===== config.mk =====
export PLATFORM = sky130hd
export DESIGN_NAME = synth1_spi_tx
export DESIGN_NICKNAME = d
export VERILOG_FILES = /design/src/rtl/synth1_spi_tx.sv
export SDC_FILE = /design/constraint.sdc
export NUM_CORES = 1
export LEC_CHECK = 0
export CORE_MARGIN = 3
export CORE_UTILIZATION = 52
export CTS_CLUSTER_SIZE = 8
export DETAILED_ROUTE_END_ITERATION = 8
export PLACE_DENSITY = 0.77
export SETUP_SLACK_MARGIN = 0.5
export SLEW_MARGIN = 20
export SYNTH_ARGS = -nofsm -noshare
export SYNTH_HDL_FRONTEND = slang
export SYNTH_SLANG_ARGS = --single-unit
export TNS_END_PERCENT = 50

===== constraint.sdc =====
create_clock -name clk -period 2.6 [get_ports clk]
set_input_delay 0.52 -clock clk [delete_from_list [all_inputs] [get_ports clk]]
set_output_delay 0.52 -clock clk [all_outputs]
set_load 0.005 [all_outputs]

===== src/rtl/synth1_spi_tx.sv =====
// Host-side serial transmitter for the synth1 control port: MSB first, sck idles high,
// sdi changes on sck rising edges so the receiver can sample on falling edges.
module synth1_spi_tx #(
   parameter int unsigned WORD_W  = 16,
   parameter int unsigned CLK_DIV = 5
) (
   input  logic              clk,
   input  logic              reset,
   input  logic [WORD_W-1:0] tx_data,
   input  logic              tx_valid,
   output logic              tx_ready,
   output logic              word_done,
   output logic              busy,
   output logic              ss_n,
   output logic              sck,
   output logic              sdi
);

   localparam int unsigned DIV_W = (CLK_DIV > 1) ? $clog2(CLK_DIV) : 1;
   localparam int unsigned BIT_W = $clog2(WORD_W + 1);
   localparam logic [DIV_W-1:0] DIV_LAST = DIV_W'(CLK_DIV - 1);
   localparam logic [BIT_W-1:0] BIT_LAST = BIT_W'(WORD_W);

   typedef enum logic [2:0] {IDLE, SETUP, SHIFT, HOLD, GAP} state_t;

   state_t            state, state_nxt;
   logic [DIV_W-1:0]  div_cnt, div_nxt;
   logic [WORD_W-1:0] shreg, shreg_nxt, shifted;
   logic [BIT_W-1:0]  bit_cnt, bit_nxt;
   logic              sck_nxt, sdi_nxt, ss_n_nxt, done_nxt, ready_nxt, busy_nxt;
   logic              tick, accept, fall, rise;

   assign tick    = (div_cnt == DIV_LAST);
   assign accept  = tx_valid && tx_ready;
   assign fall    = tick && ((state == SETUP) || ((state == SHIFT) && sck));
   assign rise    = tick && (state == SHIFT) && !sck;
   assign shifted = shreg << 1;

   always_ff @(posedge clk) begin
      if (reset) begin
         state     <= IDLE;
         div_cnt   <= '0;
         shreg     <= '0;
         bit_cnt   <= '0;
         sck       <= 1'b1;
         sdi       <= 1'b0;
         ss_n      <= 1'b1;
         word_done <= 1'b0;
         tx_ready  <= 1'b1;
         busy      <= 1'b0;
      end else begin
         state     <= state_nxt;
         div_cnt   <= div_nxt;
         shreg     <= shreg_nxt;
         bit_cnt   <= bit_nxt;
         sck       <= sck_nxt;
         sdi       <= sdi_nxt;
         ss_n      <= ss_n_nxt;
         word_done <= done_nxt;
         tx_ready  <= ready_nxt;
         busy      <= busy_nxt;
      end
   end

   // The end-of-word cycle is marked by the registered word_done; SHIFT decides there
   // whether to stream the next word or wind down through HOLD.
   always_comb begin
      state_nxt = state;
      case (state)
         IDLE:    if (accept) state_nxt = SETUP;
         SETUP:   if (tick) state_nxt = SHIFT;
         SHIFT:   if (word_done && !accept) state_nxt = HOLD;
         HOLD:    if (tick) state_nxt = GAP;
         GAP:     if (tick) state_nxt = IDLE;
         default: state_nxt = IDLE;
      endcase
   end

   always_comb begin
      div_nxt   = (state == IDLE || tick) ? '0 : div_cnt + 1'b1;
      shreg_nxt = shreg;
      bit_nxt   = bit_cnt;
      sck_nxt   = sck;
      sdi_nxt   = sdi;
      case (state)
         IDLE: begin
            sck_nxt = 1'b1;
            sdi_nxt = 1'b0;
            bit_nxt = '0;
            if (accept) begin
               shreg_nxt = tx_data;
               sdi_nxt   = tx_data[WORD_W-1];
            end
         end
         SETUP, SHIFT: begin
            // Streaming reload keeps div_cnt running so the sck period stays unbroken.
            if (word_done) begin
               if (accept) begin
                  shreg_nxt = tx_data;
                  sdi_nxt   = tx_data[WORD_W-1];
                  bit_nxt   = '0;
               end else begin
                  sdi_nxt = 1'b0;
               end
            end
            if (fall) begin
               sck_nxt = 1'b0;
               bit_nxt = bit_cnt + 1'b1;
            end else if (rise) begin
               sck_nxt = 1'b1;
               if (bit_cnt != BIT_LAST) begin
                  shreg_nxt = shifted;
                  sdi_nxt   = shifted[WORD_W-1];
               end
            end
         end
         default: begin
            sck_nxt = 1'b1;
            sdi_nxt = 1'b0;
         end
      endcase
      done_nxt  = rise && (bit_cnt == BIT_LAST);
      ss_n_nxt  = !(state_nxt inside {SETUP, SHIFT, HOLD});
      busy_nxt  = (state_nxt != IDLE);
      ready_nxt = (state_nxt == IDLE) || done_nxt;
   end

endmodule


==> metrics.md, run 1 <==
| Metric | Value |
|---|---|
| IO Port Bufs | `24` |
| Largest cells by area after synthesis | `dfxtp_1 (36%), a221o_1 (7.8%), inv_1 (7.3%)` |
| H-tree depth | `2` |
| Max VDD drop | `0.000361 V` |
| Area Overhead vs Synth | `17.8%` |
| Crit path from | `state[2]$_SDFF_PP0_` |
| # diodes | `0` |
| Setup Slack @ Placement | `242 ps` |
| Ys async rst share | `0%` |
| Setup TNS | `0 ps` |
| Fin crit share | `73.5%` |
| Wire per inst | `14.0 um` |
| Worst slew margin | `49.5%` |
| Iter 0 DRT Violations | `145` |
| Switch Pwr | `264 uW` |
| Pwr Density | `475 nW/um^2` |
| Syn. warnings | `0` |
| Drt pass-1 iters | `4` |
| TritonCTS clock tree | `built` |
| Final Hold Violating Endpoints | `0` |
| TritonCTS buffer count | `5` |
| Sw Ratio | `26.2%` |
| Syn Nets | `234` |
| Comb pwr share | `17.1%` |
| HPWL Detailed | `2880 um` |
| Vias/cell | `5.88` |
| Crit path capture type | `flop` |
| Clock skew | `9.55 ps` |
| DIE AREA | `4210 sq um` |
| Clock sinks | `32` |
| Post-synth top flop | `dfxtp_1` |
| Initial antenna violation count | `0` |
| Synth top cells by count | `inv_1 (35), dfxtp_1 (32), nand2_1 (20), o32ai_1 (15)` |
| # rows | `20` |
| Final cell count without fillers | `279` |
| Critical register-to-register path startpoint | `state[2]$_SDFF_PP0_` |
| Fmax | `523 MHz` |
| Antenna Nets Post-Route | `0` |
| Core ar. | `3180 sq um` |
| Min-delay worst type | `reg -> reg` |
| Hold Buf Count CTS | `0` |
| Hold Slack | `451 ps` |
| Critical path peak fanout | `14` |
| Crit Path Category | `reg -> reg` |
| Count leader, synth | `inv_1` |
| Syn Area/Cell | `8.54 sq um` |
| Post-synth EDFFs | `0` |
| Ports | `25` |
| Die Y | `64.9 um` |
| HP Start | `div_cnt[0]$_SDFF_PP0_` |
| Routed Wire Length | `3910 um` |
| DIE WIDTH | `64.9 um` |
| Clk network pwr share | `28.8%` |
| Worst-Skew Late Latency | `320 ps` |
| RePlAce Congestion | `0.886` |
| WP data required | `2870 ps` |
| Critical path arrival | `2180 ps` |
| Final global-route overflow total | `0` |
| Min Tclk post-route | `1910 ps` |
| Share of the synthesized area in the top cell type | `35.5%` |
| Largest net degree at the start of global routing | `30` |
| Power Total | `1010 uW` |
| DRC | `0` |
| # Max-Cap Violations | `0` |
| Vias | `1640` |
| Post-synthesis sequential area ratio | `35.5%` |
| Reg clk slew, reported paths | `90 ps` |
| Final Net Count | `257` |
| Area leader, netlist | `dfxtp_1` |
| Synth cell types | `52` |
| Unrepaired setup endpoints after global routing | `no` |
| Tot GR Track Use | `20.6%` |
| Int Power | `745 uW` |
| Vias in the first global route | `1622` |
| Root Driver | `clkbuf_4` |
| Layout cells sized above 1 | `11.1%` |
| #FFs+latches synth | `32` |
| Final Max Tran Viols | `0` |
| Final setup viols | `0` |
| Clock Path Buffers | `2` |
| Worst Tran Pin Value | `753 ps` |
| Initial Util | `56.7%` |
| Mapped cell area | `1800 sq um` |
| Seq pwr share | `54.1%` |
| First-pass GRT wire length | `6930 um` |
| Outcome | `completed` |
| Fill cells | `278` |
| CP startpoint kind | `flop` |
| Final Worst Setup Slack | `689 ps` |
| Placed insts | `271` |
| P_leak | `0.000826 uW` |
| Synth Instances | `211` |
## metal layers
layer,vias up,track usage (%),part of all wire (%)
met2,46,34.6,51
met3,10,6.07,5.6
met5,-,0,0
met1,776,24.2,41
met4,0,8.44,2.0
li1,808,-,-
## path summary, 6_finish.rpt
path	end	slack, ps	depth (start not counted)
worst max-delay path	shreg[5]$_SDFFE_PP0P_	690	3
worst min-delay path	div_cnt[0]$_SDFF_PP0_	450	1
worst max register to register	shreg[5]$_SDFFE_PP0P_	690	3
worst min register to register	div_cnt[0]$_SDFF_PP0_	450	1
## per-stage QoR
step,util [%],cell area (sq um)
3_5_place_dp,64.9,2060
2_1_floorplan,-,1800
4_1_cts,66.7,2120
3_3_place_gp,64.6,2050
6_report,66.8,2120
5_1_grt,66.8,2120
## power groups by stage
stage               logic (uW)  registers (uW)  clock network [uW]
finish                     173             546                 290
global route               193             550                 316
CTS                        171             545                 297
detailed placement         170             556                   0
global placement           162             555                   0
floorplan                  116             548                   0
## sequential cells by signal, summed over array words and instances, names as in the netlist
signal and flops:
state 3, shreg 15, busy 1, word_done 1, tx_ready 1, div_cnt 3, ss_n 1, sdi 1
sck 1, bit_cnt 5
## placed cells by master (no fill, tap or decap), types with 4 or more instances in the layout
| master | count |
|---|---|
| nor2_1 | 8 |
| nand2_1 | 20 |
| dfxtp_1 | 32 |
| o32ai_1 | 15 |
| nand3_1 | 6 |
| clkbuf_4 | 5 |
| inv_1 | 35 |
| a221o_1 | 14 |
| buf_4 | 6 |
| ha_1 | 4 |
| clkdlybuf4s50_1 | 24 |
| o21ai_0 | 14 |
| nor3_1 | 4 |
## logic make-up after synthesis
kind of cell | share of synthesized area [%]
adder cells (fa/ha/maj) | 3.40
multiplexers | 1.18
flip-flops | 35.5
XOR/XNOR | 1.94
AND/OR/NAND/NOR | 17.6
AO/OA/AOI/OAI | 28.0
buffers and inverters | 12.3
## critical path, stage by stage, from the launching register on
cell     delay [ps]
dfxtp_1         460
or3_4           480
nor4_4          650
a221o_1         270
## cell type report
| type | count | area [sq um] | share of cell area [%] |
|---|---|---|---|
| inverters | 35 | 131 | 6.19 |
| flip-flops and latches | 32 | 641 | 30.2 |
| clock buffers | 8 | 58.8 | 2.77 |
| repair buffers | 30 | 285 | 13.4 |
| multi-input cells | 130 | 952 | 44.8 |
| well taps | 44 | 55.1 | 2.59 |
## timing repair
action,CTS,global route
hold endpoints to repair,0,0
endpoints found under the setup margin,0,7
setup buffers,0,0
gates resized for setup,0,1
(Power assumes the default switching activity.)
==> run 2, diff against run 1 <==
- clock period: 2.6 -> 2 ns (I/O delays scaled with it)
==> run 2 against run 1 <==
Final cell count grew 5.0%. Largest power group unchanged. Clock skew decreased by 1.4 ps. Setup slack got worse by 290 ps. Via count rose by 5.7%. Design area increased by 15%. Critical path depth decreased by 2. Hold slack improved by 45 ps. Sequential power is 29% higher. Power increased by 32%. Sequential cell count did not move. Count of clock-buffer cells in the layout shrank 2. Largest cell class unchanged.
==> metrics.md, run 2 (synthesized netlist as in run 1, its figures left out) <==
| Metric | Value |
|---|---|
| Outcome | `completed` |
| DIE AREA | `4210 sq um (unchanged)` |
| Worst-Skew Late Latency | `320 ps (about the same)` |
| Worst slew margin | `77.1% (+28 points)` |
| Met3 WL post-DR | `262 um (+20%)` |
| Final instance area | `2450 sq um (+15%)` |
| CP top delay family | `buffers and inverters` |
| Worst Tran Pin Value | `344 ps (-409 ps)` |
| P_leak | `0.000959 uW (+16%)` |
| Unrepaired setup endpoints after global routing | `yes` |
| Pwr Density | `545 nW/um^2 (+15%)` |
| Final setup viols | `0 (unchanged)` |
| Clock Path Buffers | `2 (unchanged)` |
| IO Port Bufs | `24 (unchanged)` |
| Setup TNS | `0 ps (unchanged)` |
| Wire per inst | `16.5 um (+17%)` |
| Final Max Tran Viols | `0 (unchanged)` |
| Min Tclk post-route | `1600 ps` |
| Clock sinks | `32 (unchanged)` |
| Area Overhead vs Synth | `35.9%` |
| Layout cells sized above 1 | `26.9% (+16 points)` |
| CP startpoint kind | `flop` |
| TritonCTS clock tree | `built` |
| Fmax | `624 MHz` |
| Crit path capture type | `output port` |
| Final global-route overflow total | `0 (unchanged)` |
| First-pass GRT wire length | `7650 um (+10%)` |
| Iter 0 DRT Violations | `150 (+3.4%)` |
| Hold Slack | `496 ps (+45.0 ps)` |
| Antenna Nets Post-Route | `0 (unchanged)` |
| Leading cell type in the layout, fill and taps excluded | `inv_1` |
| Fin crit share | `80.2%` |
| Fill cells | `225 (-19%)` |
| WP buf/inv | `1 (+1)` |
| Largest net degree at the start of global routing | `30 (unchanged)` |
| Initial Util | `56.7% (unchanged)` |
| Placed instance area | `2130 sq um (+3.3%)` |
| Routed Wire Length | `4820 um (+23%)` |
| Reg clk slew, reported paths | `90 ps (about the same)` |
| Final Net Count | `272 (+5.8%)` |
| Met2 WL | `2460 um (+23%)` |
| Slowest Stage Delay on Critical Path | `500 ps (-150 ps)` |
| Biggest register | `shreg` |
| Placed insts | `277 (+2.2%)` |
| RePlAce Congestion | `0.873 (-1.4%)` |
| DIE WIDTH | `64.9 um (unchanged)` |
| Vias/cell | `5.92 (+0.68%)` |
| Crit path cell chain | `clkdlybuf4s50_1` |
| Most frequent cells in the layout | `inv_1 (33), dfxtp_1 (24), clkdlybuf4s50_1 (22)` |
| Die Y | `64.9 um (unchanged)` |
| Max VDD drop | `0.000512 V (+42%)` |
| Tot GR Track Use | `22.8% (+2.2 points)` |
| H-tree depth | `2 (unchanged)` |
| Min-delay worst type | `reg -> reg` |
| CP max stage cell | `clkdlybuf4s50_1` |
| Vias | `1734 (+5.7%)` |
| # rows | `20 (unchanged)` |
| Biggest regs | `shreg (15), bit_cnt (5)` |
| Routed length on met1 | `2050 um (+28%)` |
| Final cell count without fillers | `293 (+5.0%)` |
| Top Layer Used | `met4` |
| Vias in the first global route | `1707 (+5.2%)` |
| Largest register FFs | `15 (unchanged)` |
| Core ar. | `3180 sq um (unchanged)` |
| Clock skew | `8.20 ps (-1.36 ps)` |
| # diodes | `0 (unchanged)` |
| Critical path peak fanout | `5 (-9)` |
| Drt pass-1 iters | `4 (unchanged)` |
| HPWL Detailed | `3060 um (+6.4%)` |
| Final Hold Violating Endpoints | `0 (unchanged)` |
| Ports | `25 (unchanged)` |
| Critical path arrival | `1200 ps (-980 ps)` |
| Initial antenna violation count | `0 (unchanged)` |
| DRC | `0 (unchanged)` |
| Crit Path Category | `reg -> out` |
| # Max-Cap Violations | `0 (unchanged)` |
| WP data required | `1600 ps (-1270 ps)` |
| Root Driver | `clkbuf_4` |
| TritonCTS buffer count | `5 (unchanged)` |
run 2: final timing paths:
kind / from / end / slack (ps) / cells past startpoint
hold / removal: div_cnt[0]$_SDFF_PP0_ / div_cnt[0]$_SDFF_PP0_ / 500 / 1
setup reg to reg: state[0]$_SDFF_PP0_ / bit_cnt[4]$_SDFFE_PP0P_ / 410 / 4
setup / recovery: sck$_SDFFE_PP1P_ / sck / 400 / 1
hold reg to reg: div_cnt[0]$_SDFF_PP0_ / div_cnt[0]$_SDFF_PP0_ / 500 / 1
run 2: power by group:
part | switching, uW | internal, uW | leakage (uW)
Combinational | 137 | 157 | 0.000666
Sequential | 35.3 | 671 | 0.000265
Clock | 206 | 129 | 0.0000281
Total | 378 | 957 | 0.000959
run 2: layout make-up:
cell class	count	area, sq um	share of cell area, %
multi-input combinational	130	1110	45.1
sequential	32	666	27.2
timing repair buffer	45	445	18.2
inverter	35	131	5.36
tap	44	55.1	2.25
clock buffer	6	41.3	1.69
clock inverter	1	5.00	0.204
run 2: stage by stage:
stage	total power [uW]	utilization (%)	setup slack, ps
floorplan	864	-	423
global placement	950	67.0	85.2
detailed placement	965	67.0	14.1
CTS	1320	71.4	384
global route	1400	77.1	332
finish	1340	77.1	397
run 2: repair_timing:
item	in CTS	in global routing
hold buffers	0	0
gates cloned	0	1
endpoints found under the setup margin	34	32
resized for setup	21	21
buffers inserted	1	7
pin swaps	3	8
run 2: routing by layer:
metal,global-route usage (%),up-vias
li1,-,842
met1,26.2,826
met3,4.85,6
met2,41.4,60
met5,0,-
met4,7.65,0
